==> src/rtl/mem_port_arbiter_pkg.sv <==
// Shared types for the IF/MEM memory port arbiter: word size, FSM states,
// owner encoding and the latched grant record.
package mem_port_arbiter_pkg;

    localparam int WORD_SIZE = 16;

    typedef logic [WORD_SIZE-1:0] word_t;

    typedef enum logic [1:0] {
        ST_IDLE = 2'd0,
        ST_BUSY = 2'd1,
        ST_DONE = 2'd2
    } state_t;

    typedef enum logic {
        OWN_I = 1'b0,
        OWN_D = 1'b1
    } owner_t;

    typedef struct packed {
        owner_t owner;
        logic   we;
        word_t  addr;
        word_t  wdata;
    } grant_t;

    function automatic word_t sat_inc(input word_t v);
        return (v == '1) ? v : v + 1'b1;
    endfunction

endpackage

==> src/rtl/mem_arb_timer.sv <==
// Loadable down-counter timing the fixed memory latency; zero flags the
// last cycle of an access.
module mem_arb_timer #(
    parameter int unsigned WIDTH = 1
) (
    input  logic             clk,
    input  logic             reset_n,
    input  logic             load,
    input  logic [WIDTH-1:0] value,
    output logic             zero
);

    logic [WIDTH-1:0] count;

    always_ff @(posedge clk or negedge reset_n) begin
        if (!reset_n) begin
            count <= '0;
        end else if (load) begin
            count <= value;
        end else if (count != '0) begin
            count <= count - 1'b1;
        end
    end

    assign zero = (count == '0);

endmodule

==> src/rtl/mem_port_arbiter.sv <==
// Shares one fixed-latency memory between fetch and data ports, data first
// with a fetch starvation guard. Optional statistics under `ARB_STATS_EN.
module mem_port_arbiter
    import mem_port_arbiter_pkg::*;
#(
    parameter int unsigned MEM_LATENCY  = 2,
    parameter int unsigned STARVE_LIMIT = 4
) (
    input  logic                 clk,
    input  logic                 reset_n,
    input  logic                 i_req,
    input  logic [WORD_SIZE-1:0] i_addr,
    output logic [WORD_SIZE-1:0] i_rdata,
    output logic                 i_ack,
    input  logic                 d_req,
    input  logic                 d_we,
    input  logic [WORD_SIZE-1:0] d_addr,
    input  logic [WORD_SIZE-1:0] d_wdata,
    output logic [WORD_SIZE-1:0] d_rdata,
    output logic                 d_ack,
    output logic                 mem_read,
    output logic                 mem_write,
    output logic [WORD_SIZE-1:0] mem_addr,
    output logic [WORD_SIZE-1:0] mem_wdata,
    input  logic [WORD_SIZE-1:0] mem_rdata,
    output logic [WORD_SIZE-1:0] stat_i_wait,
    output logic [WORD_SIZE-1:0] stat_d_grants
);

    localparam int unsigned TW = (MEM_LATENCY > 1) ? $clog2(MEM_LATENCY) : 1;
    localparam int unsigned SW = $clog2(STARVE_LIMIT + 1);

    state_t        state, state_nxt;
    grant_t        grant_q, grant_nxt;
    logic [SW-1:0] starve_cnt;
    logic          grant_en, pick_d, lat_zero, last_beat;
    word_t         i_rdata_q, d_rdata_q;

    // Data wins unless fetch is also waiting and has already lost STARVE_LIMIT times.
    assign grant_en  = (state == ST_IDLE) && (i_req || d_req);
    assign pick_d    = d_req && (!i_req || (starve_cnt < SW'(STARVE_LIMIT)));
    assign last_beat = (state == ST_BUSY) && lat_zero;

    always_comb begin
        grant_nxt = '0;
        if (pick_d) begin
            grant_nxt.owner = OWN_D;
            grant_nxt.we    = d_we;
            grant_nxt.addr  = d_addr;
            grant_nxt.wdata = d_wdata;
        end else begin
            grant_nxt.owner = OWN_I;
            grant_nxt.we    = 1'b0;
            grant_nxt.addr  = i_addr;
            grant_nxt.wdata = '0;
        end
    end

    always_ff @(posedge clk or negedge reset_n) begin
        if (!reset_n) begin
            state <= ST_IDLE;
        end else begin
            state <= state_nxt;
        end
    end

    always_comb begin
        state_nxt = state;
        unique case (state)
            ST_IDLE: if (i_req || d_req) state_nxt = ST_BUSY;
            ST_BUSY: if (lat_zero)       state_nxt = ST_DONE;
            ST_DONE:                     state_nxt = ST_IDLE;
            default:                     state_nxt = ST_IDLE;
        endcase
    end

    always_comb begin
        mem_read  = 1'b0;
        mem_write = 1'b0;
        mem_addr  = '0;
        mem_wdata = '0;
        i_ack     = 1'b0;
        d_ack     = 1'b0;
        unique case (state)
            ST_BUSY: begin
                mem_read  = ~grant_q.we;
                mem_write = grant_q.we;
                mem_addr  = grant_q.addr;
                mem_wdata = grant_q.wdata;
            end
            ST_DONE: begin
                i_ack = (grant_q.owner == OWN_I);
                d_ack = (grant_q.owner == OWN_D);
            end
            default: ;
        endcase
    end

    always_ff @(posedge clk or negedge reset_n) begin
        if (!reset_n) begin
            grant_q    <= '0;
            starve_cnt <= '0;
        end else if (grant_en) begin
            grant_q    <= grant_nxt;
            starve_cnt <= (pick_d && i_req) ? starve_cnt + 1'b1 : '0;
        end
    end

    mem_arb_timer #(
        .WIDTH(TW)
    ) u_timer (
        .clk    (clk),
        .reset_n(reset_n),
        .load   (grant_en),
        .value  (TW'(MEM_LATENCY - 1)),
        .zero   (lat_zero)
    );

    // Read data lands on the final busy cycle; stores leave both registers alone.
    always_ff @(posedge clk or negedge reset_n) begin
        if (!reset_n) begin
            i_rdata_q <= '0;
            d_rdata_q <= '0;
        end else if (last_beat && !grant_q.we) begin
            if (grant_q.owner == OWN_D) begin
                d_rdata_q <= mem_rdata;
            end else begin
                i_rdata_q <= mem_rdata;
            end
        end
    end

    assign i_rdata = i_rdata_q;
    assign d_rdata = d_rdata_q;

`ifdef ARB_STATS_EN
    word_t i_wait_q, d_grants_q;

    always_ff @(posedge clk or negedge reset_n) begin
        if (!reset_n) begin
            i_wait_q   <= '0;
            d_grants_q <= '0;
        end else begin
            if (i_req && !i_ack) begin
                i_wait_q <= sat_inc(i_wait_q);
            end
            if (grant_en && pick_d) begin
                d_grants_q <= sat_inc(d_grants_q);
            end
        end
    end

    assign stat_i_wait   = i_wait_q;
    assign stat_d_grants = d_grants_q;
`else
    assign stat_i_wait   = '0;
    assign stat_d_grants = '0;
`endif

endmodule

==> config.mk <==
export PLATFORM = sky130hd
export DESIGN_NAME = mem_port_arbiter
export DESIGN_NICKNAME = d
export VERILOG_FILES = /design/src/rtl/mem_port_arbiter_pkg.sv /design/src/rtl/mem_arb_timer.sv /design/src/rtl/mem_port_arbiter.sv
export SDC_FILE = /design/constraint.sdc
export NUM_CORES = 1
export LEC_CHECK = 0
export ABC_AREA = 0
export CORE_UTILIZATION = 40
export DETAILED_ROUTE_END_ITERATION = 7
export PLACE_DENSITY = 0.87
export SYNTH_ARGS = -nofsm -noshare
export SYNTH_HDL_FRONTEND = slang
export SYNTH_SLANG_ARGS = --single-unit
==> constraint.sdc <==
create_clock -name clk -period 2.26 [get_ports clk]
set_clock_uncertainty 0.15 [all_clocks]
set_input_delay 0.452 -clock clk [delete_from_list [all_inputs] [get_ports clk]]
set_output_delay 0.452 -clock clk [all_outputs]
set_load 0.005 [all_outputs]
==> impl_metrics.json, run 1 <==
{
  "status": "finished, final reports clean",
  "final_common_cell": "clkdlybuf4s50_1",
  "grt_usage_pct": 17.1,
  "die_w_um": 95.2,
  "clk_path_buf_depth": 2,
  "start_util_pct": 41.9,
  "grt_overflow_total": 0,
  "cts_made_buffers": 9,
  "max-vdd-ir-drop_mv": 0.486,
  "drtIter0Drc": 47,
  "min_path_type": "reg2reg",
  "cts.sinks": 72,
  "grt_pass1_wl_um": 11500,
  "power.density_mw_per_mm2": 1210,
  "holdWs_ns": 0.343,
  "routed_via_density": 4.65,
  "layout_worst_path_cycle_share_pct": 96.6,
  "root_buffer": "clkbuf_8",
  "drive_above_1_share_pct": 21.3,
  "netlist_instances": 255,
  "stdcell_area_mm2": 0.00510,
  "cp_max_fo": 4,
  "coreArea_mm2": 0.00830,
  "crit_path_end_kind": "output port",
  "antenna_found_initial": 0,
  "hold_violations": 0,
  "path_class": "reg2out",
  "fin_nets": 475,
  "ios": 169,
  "synth_area_mm2": 0.00347,
  "path_clk_slew_ns": 0.07,
  "synth_cell_types": 29,
  "critPathSlowestCell": "clkdlybuf4s50_1",
  "port_buffers": 136,
  "seq_area_frac_synth_pct": 51.9,
  "crit_path_max_incr_delay_ns": 0.51,
  "dpl_cell_area_mm2": 0.00483,
  "die_h_um": 95.2,
  "slew_headroom_pct": 65.1,
  "critical_path.cell_chain": "buf_4, and3b_1, clkdlybuf4s50_1",
  "max_freq_mhz": 458,
  "die_area_mm2": 0.00906,
  "dr.pass1.iters": 4,
  "num_vias": 2391,
  "start_kind": "flop",
  "ant_nets": 0,
  "ff_latch_area_mm2": 0.00180,
  "routed_wl_um": 7490,
  "hpwlAfterDp_um": 5530,
  "clock_latency_ns": 0.33,
  "ys_ff_latch": 72,
  "insertedDiodeCount": 0,
  "cts_tree": "done",
  "worst_pin_slew_ns": 0.516,
  "grt_pass1_vias": 2401,
  "ctsHtreeMaxLevel": 3,
  "p_leak_nw": 2.39,
  "row_count": 33,
  "yosysWarningCount": 0,
  "slew_violations": 0,
  "syn_to_final_growth_pct": 46.9,
  "fin_crit_ns": 2.18,
  "setup_violations": 0,
  "route.detailed.drc": 0,
  "cp.required_ns": 1.66,
  "routedWlPerCell_um": 14.6,
  "gp_congestion": 0.765,
  "multi_input_area_mm2": 0.00144,
  "fillers": 698,
  "grt_max_degree": 39,
  "cap_violations": 0,
  "final_cell_mix": "clkdlybuf4s50_1, dfrtp_1, mux2_2, and2_1",
  "arrival_ns": 1.58,
  "syn_area_per_cell_um2": 13.6
}
registers in the layout (all words and copies together), names as in the netlist:
| signal | flops |
|---|---|
| d_rdata | 16 |
| grant_q | 34 |
| i_rdata | 16 |
| starve_cnt | 3 |
| state | 2 |
| u_timer.count | 1 |
per-stage QoR:
stage / power, mW / TNS, ns / util, % / worst slack (ns) / cells
after floorplan: 3.71 / 0 / - / 0.490 / 286
after global placement: 5.01 / 0 / 58.2 / 0.0801 / 492
after detailed placement: 5.13 / 0 / 58.2 / 0.0343 / 492
after CTS: 6.19 / -0.132 / 60.9 / -0.132 / 510
after global routing: 6.59 / -0.0151 / 61.5 / -0.00540 / 514
final: 6.17 / 0 / 61.5 / 0.0760 / 514
report_power, final:
part | leakage [nW] | total (mW) | internal [mW] | switching [mW]
Clock | 0.108 | 1.11 | 0.645 | 0.461
Combinational | 1.42 | 2.80 | 1.82 | 0.986
Sequential | 0.869 | 2.26 | 1.91 | 0.350
Total | 2.39 | 6.17 | 4.37 | 1.80
path summary, 6_finish.rpt:
| kind | start | endpoint | slack, ns | depth (start not counted) |
|---|---|---|---|---|
| setup reg to reg | state[1] | grant_q[18] | 0.30 | 5 |
| max in group asynchronous | reset_n | state[1] | 0.93 | 3 |
| setup / recovery | state[0] | d_ack | 0.08 | 3 |
| hold reg to reg | d_rdata[3] | d_rdata[3] | 0.34 | 1 |
| hold / removal | d_rdata[3] | d_rdata[3] | 0.34 | 1 |
| min in group asynchronous | reset_n | d_rdata[7] | 0.45 | 2 |
critical path, delay by kind of cell, from the launching register on:
family	cells	cell delay, ns
DFF	1	0.38
and+or+nand+nor	1	0.20
buffers and inverters	2	0.67
Yosys cell counts:
master,count,share of area (%)
dfrtp_1,72,52
or2_1,1,0.18
nor2_1,4,0.43
buf_6,5,1.6
mux2_4,9,3.9
nor4_4,1,0.61
conb_1,1,0.11
nand2b_1,1,0.18
a211oi_4,1,0.58
mux2_1,18,5.8
or2_4,1,0.25
nor3b_1,1,0.22
buf_12,1,0.58
nor4b_1,1,0.25
buf_2,2,0.29
a22o_1,19,4.8
nand3_4,1,0.50
clkbuf_1,3,0.32
ha_1,1,0.36
inv_1,1,0.11
and3b_1,1,0.25
a21boi_2,1,0.32
nor2b_1,1,0.18
nand2_1,2,0.22
buf_4,33,7.1
clkinv_8,1,0.47
mux2_2,38,12
and2_1,33,5.9
a21o_1,1,0.22
layer usage:
metal	GRT usage, %	wire, µm	vias to the layer above
met5	0	0	-
met1	21.0	3140	1147
met4	8.08	173	0
met3	4.31	554	14
li1	-	-	1120
met2	28.2	3620	110
logic make-up (layout without fill, tap and decap cells):
logic type | count (synthesis) | in the layout | synth area share [%]
simple gates | 48 | 48 | 9.22
flops | 72 | 72 | 51.9
compound gates | 22 | 22 | 5.91
mux | 65 | 65 | 22.0
other cells | 1 | 32 | 0.108
buf+inv | 46 | 169 | 10.5
fa+ha+maj | 1 | 1 | 0.360
area by class of cell:
class	instances	area share (%)
Inverter	2	0.392
Tap cell	105	2.57
Sequential cell	72	35.3
Clock inverter	5	1.59
Multi-Input combinational cell	168	28.2
Timing Repair Buffer	152	29.2
Clock buffer	10	2.70
what timing repair did:
| action | in CTS | in global routing |
|---|---|---|
| setup buffers | 2 | 4 |
| hold endpoints to repair | 34 | 0 |
| resized for setup | 38 | 4 |
| hold buffers | 1 | 0 |
| setup endpoints to repair | 33 | 3 |
Power figures use the tool's default switching activity.
==> run 2, diff against run 1 <==
--- a/config.mk
+++ b/config.mk
@@ -6,9 +6,9 @@
 export NUM_CORES = 1
 export LEC_CHECK = 0
 export ABC_AREA = 0
-export CORE_UTILIZATION = 40
+export CORE_UTILIZATION = 25
 export DETAILED_ROUTE_END_ITERATION = 7
-export PLACE_DENSITY = 0.87
+export PLACE_DENSITY = 0.62
 export SYNTH_ARGS = -nofsm -noshare
 export SYNTH_HDL_FRONTEND = slang
 export SYNTH_SLANG_ARGS = --single-unit
==> impl_metrics.json, run 2 (synthesized netlist as in run 1, its figures left out) <==
{
  "ant_nets": 0,
  "ctsHtreeMaxLevel": 3,
  "insertedDiodeCount": 0,
  "setup_violations": 0,
  "critPathBufInv": 3,
  "cp_max_fo": 9,
  "min_path_type": "reg2reg",
  "crit_path_max_incr_delay_ns": 0.42,
  "root_buffer": "clkbuf_16",
  "max-vdd-ir-drop_mv": 0.487,
  "wl_met3_um": 706,
  "grt_pass1_vias": 2560,
  "fillers": 1293,
  "hold_violations": 0,
  "path_clk_slew_ns": 0.06,
  "slew_headroom_pct": 63.5,
  "start_util_pct": 25.9,
  "final_util_pct": 40.6,
  "ff_latch_area_mm2": 0.00180,
  "gp_congestion": 0.700,
  "cts.sinks": 72,
  "final_cell_mix": "clkdlybuf4s50_1, dfrtp_1, mux2_2, and2_1, conb_1",
  "multi_input_area_mm2": 0.00143,
  "cp.required_ns": 1.66,
  "antenna_found_initial": 0,
  "grt_usage_pct": 12.4,
  "num_vias": 2448,
  "cts_made_buffers": 9,
  "path_class": "reg2out",
  "drtIter0Drc": 75,
  "fin_cells": 588,
  "die_w_um": 120,
  "die_h_um": 120,
  "grt_max_degree": 38,
  "final_common_cell": "clkdlybuf4s50_1",
  "coreArea_mm2": 0.0134,
  "rsz0062_at_grt": "no",
  "arrival_ns": 1.55,
  "highest_layer": "met4",
  "critPathSlowestCell": "dfrtp_2",
  "placed_cells": 562,
  "syn_to_final_growth_pct": 56.4,
  "slew_violations": 0,
  "row_count": 42,
  "hpwlAfterDp_um": 5760,
  "fin_nets": 477,
  "max_freq_mhz": 465,
  "dr.pass1.iters": 4,
  "die_area_mm2": 0.0144,
  "dpl_cell_area_mm2": 0.00494,
  "wl_met2_um": 4130,
  "port_buffers": 136,
  "crit_path_end_kind": "output port",
  "p_leak_nw": 2.74,
  "regMostFlops": "grant_q",
  "clk_path_buf_depth": 2,
  "fin_crit_ns": 2.15,
  "ios": 169,
  "routed_via_density": 4.16,
  "power.density_mw_per_mm2": 1250,
  "routedWlPerCell_um": 14.2,
  "route.detailed.drc": 0,
  "largest_reg_flops": 34,
  "cap_violations": 0,
  "critical_path.cell_chain": "nor2b_4, buf_4, buf_12, and2_1, dlygate4sd2_1",
  "stdcell_area_mm2": 0.00543,
  "critical_path.top_delay_family": "buffers and inverters",
  "drt-met1-wl_um": 3470,
  "routed_wl_um": 8360,
  "drive_above_1_share_pct": 21.8,
  "clock_latency_ns": 0.34,
  "layout_worst_path_cycle_share_pct": 95.2,
  "cts_tree": "done",
  "grt_pass1_wl_um": 13400,
  "grt_overflow_total": 0,
  "status": "finished, final reports clean",
  "worst_pin_slew_ns": 0.540,
  "start_kind": "flop"
}
## run 2: area by class of cell
cell class / count / share of cell area, %
Inverter: 2 / 0.368
Sequential cell: 72 / 33.2
Clock inverter: 6 / 1.73
Clock buffer: 10 / 4.21
Timing Repair Buffer: 154 / 30.1
Multi-Input combinational cell: 168 / 26.3
Tap cell: 176 / 4.05
## run 2: repair_timing
action                                  in CTS  in global routing
setup buffers                                6                  2
hold endpoints to repair                    36                  0
endpoints found under the setup margin      34                 24
pin swaps                                    0                  0
cloned                                       2                  0
resized for setup                           16                 36
hold buffers                                 1                  0
## run 2: through the flow
| stage | hold slack [ns] | power (mW) | TNS, ns | setup WS (ns) |
|---|---|---|---|---|
| 2_1_floorplan | 0.00641 | 3.71 | 0 | 0.490 |
| 3_3_place_gp | 0.306 | 5.12 | 0 | 0.0583 |
| 3_5_place_dp | 0.315 | 5.18 | 0 | 0.0285 |
| 4_1_cts | 0.346 | 6.97 | -3.84 | -0.180 |
| 5_1_grt | 0.359 | 7.29 | 0 | 0.0144 |
| 6_report | 0.342 | 6.81 | 0 | 0.109 |
## run 2: power by group
group,switching (mW),internal [mW],leakage [nW],total (mW)
sequential,0.341,1.91,0.869,2.25
clock,0.557,0.972,0.153,1.53
combinational,1.05,1.97,1.72,3.03
## run 2: path summary, 6_finish.rpt
check	slack [ns]	endpoint	cells past startpoint	startpoint
hold / removal	0.34	d_rdata[3]	1	d_rdata[3]
setup / recovery	0.11	mem_wdata[12]	5	state[1]
hold reg to reg	0.34	d_rdata[3]	1	d_rdata[3]
max in group asynchronous	0.90	state[1]	3	reset_n
setup reg to reg	0.29	grant_q[19]	5	state[1]
min in group asynchronous	0.49	grant_q[17]	2	reset_n
## run 2: routing by layer
metal | GRT usage (%) | vias to the layer above
li1 | - | 1118
met1 | 14.2 | 1202
met2 | 21.0 | 122
met3 | 5.66 | 6
met4 | 2.81 | 0
met5 | 0 | -
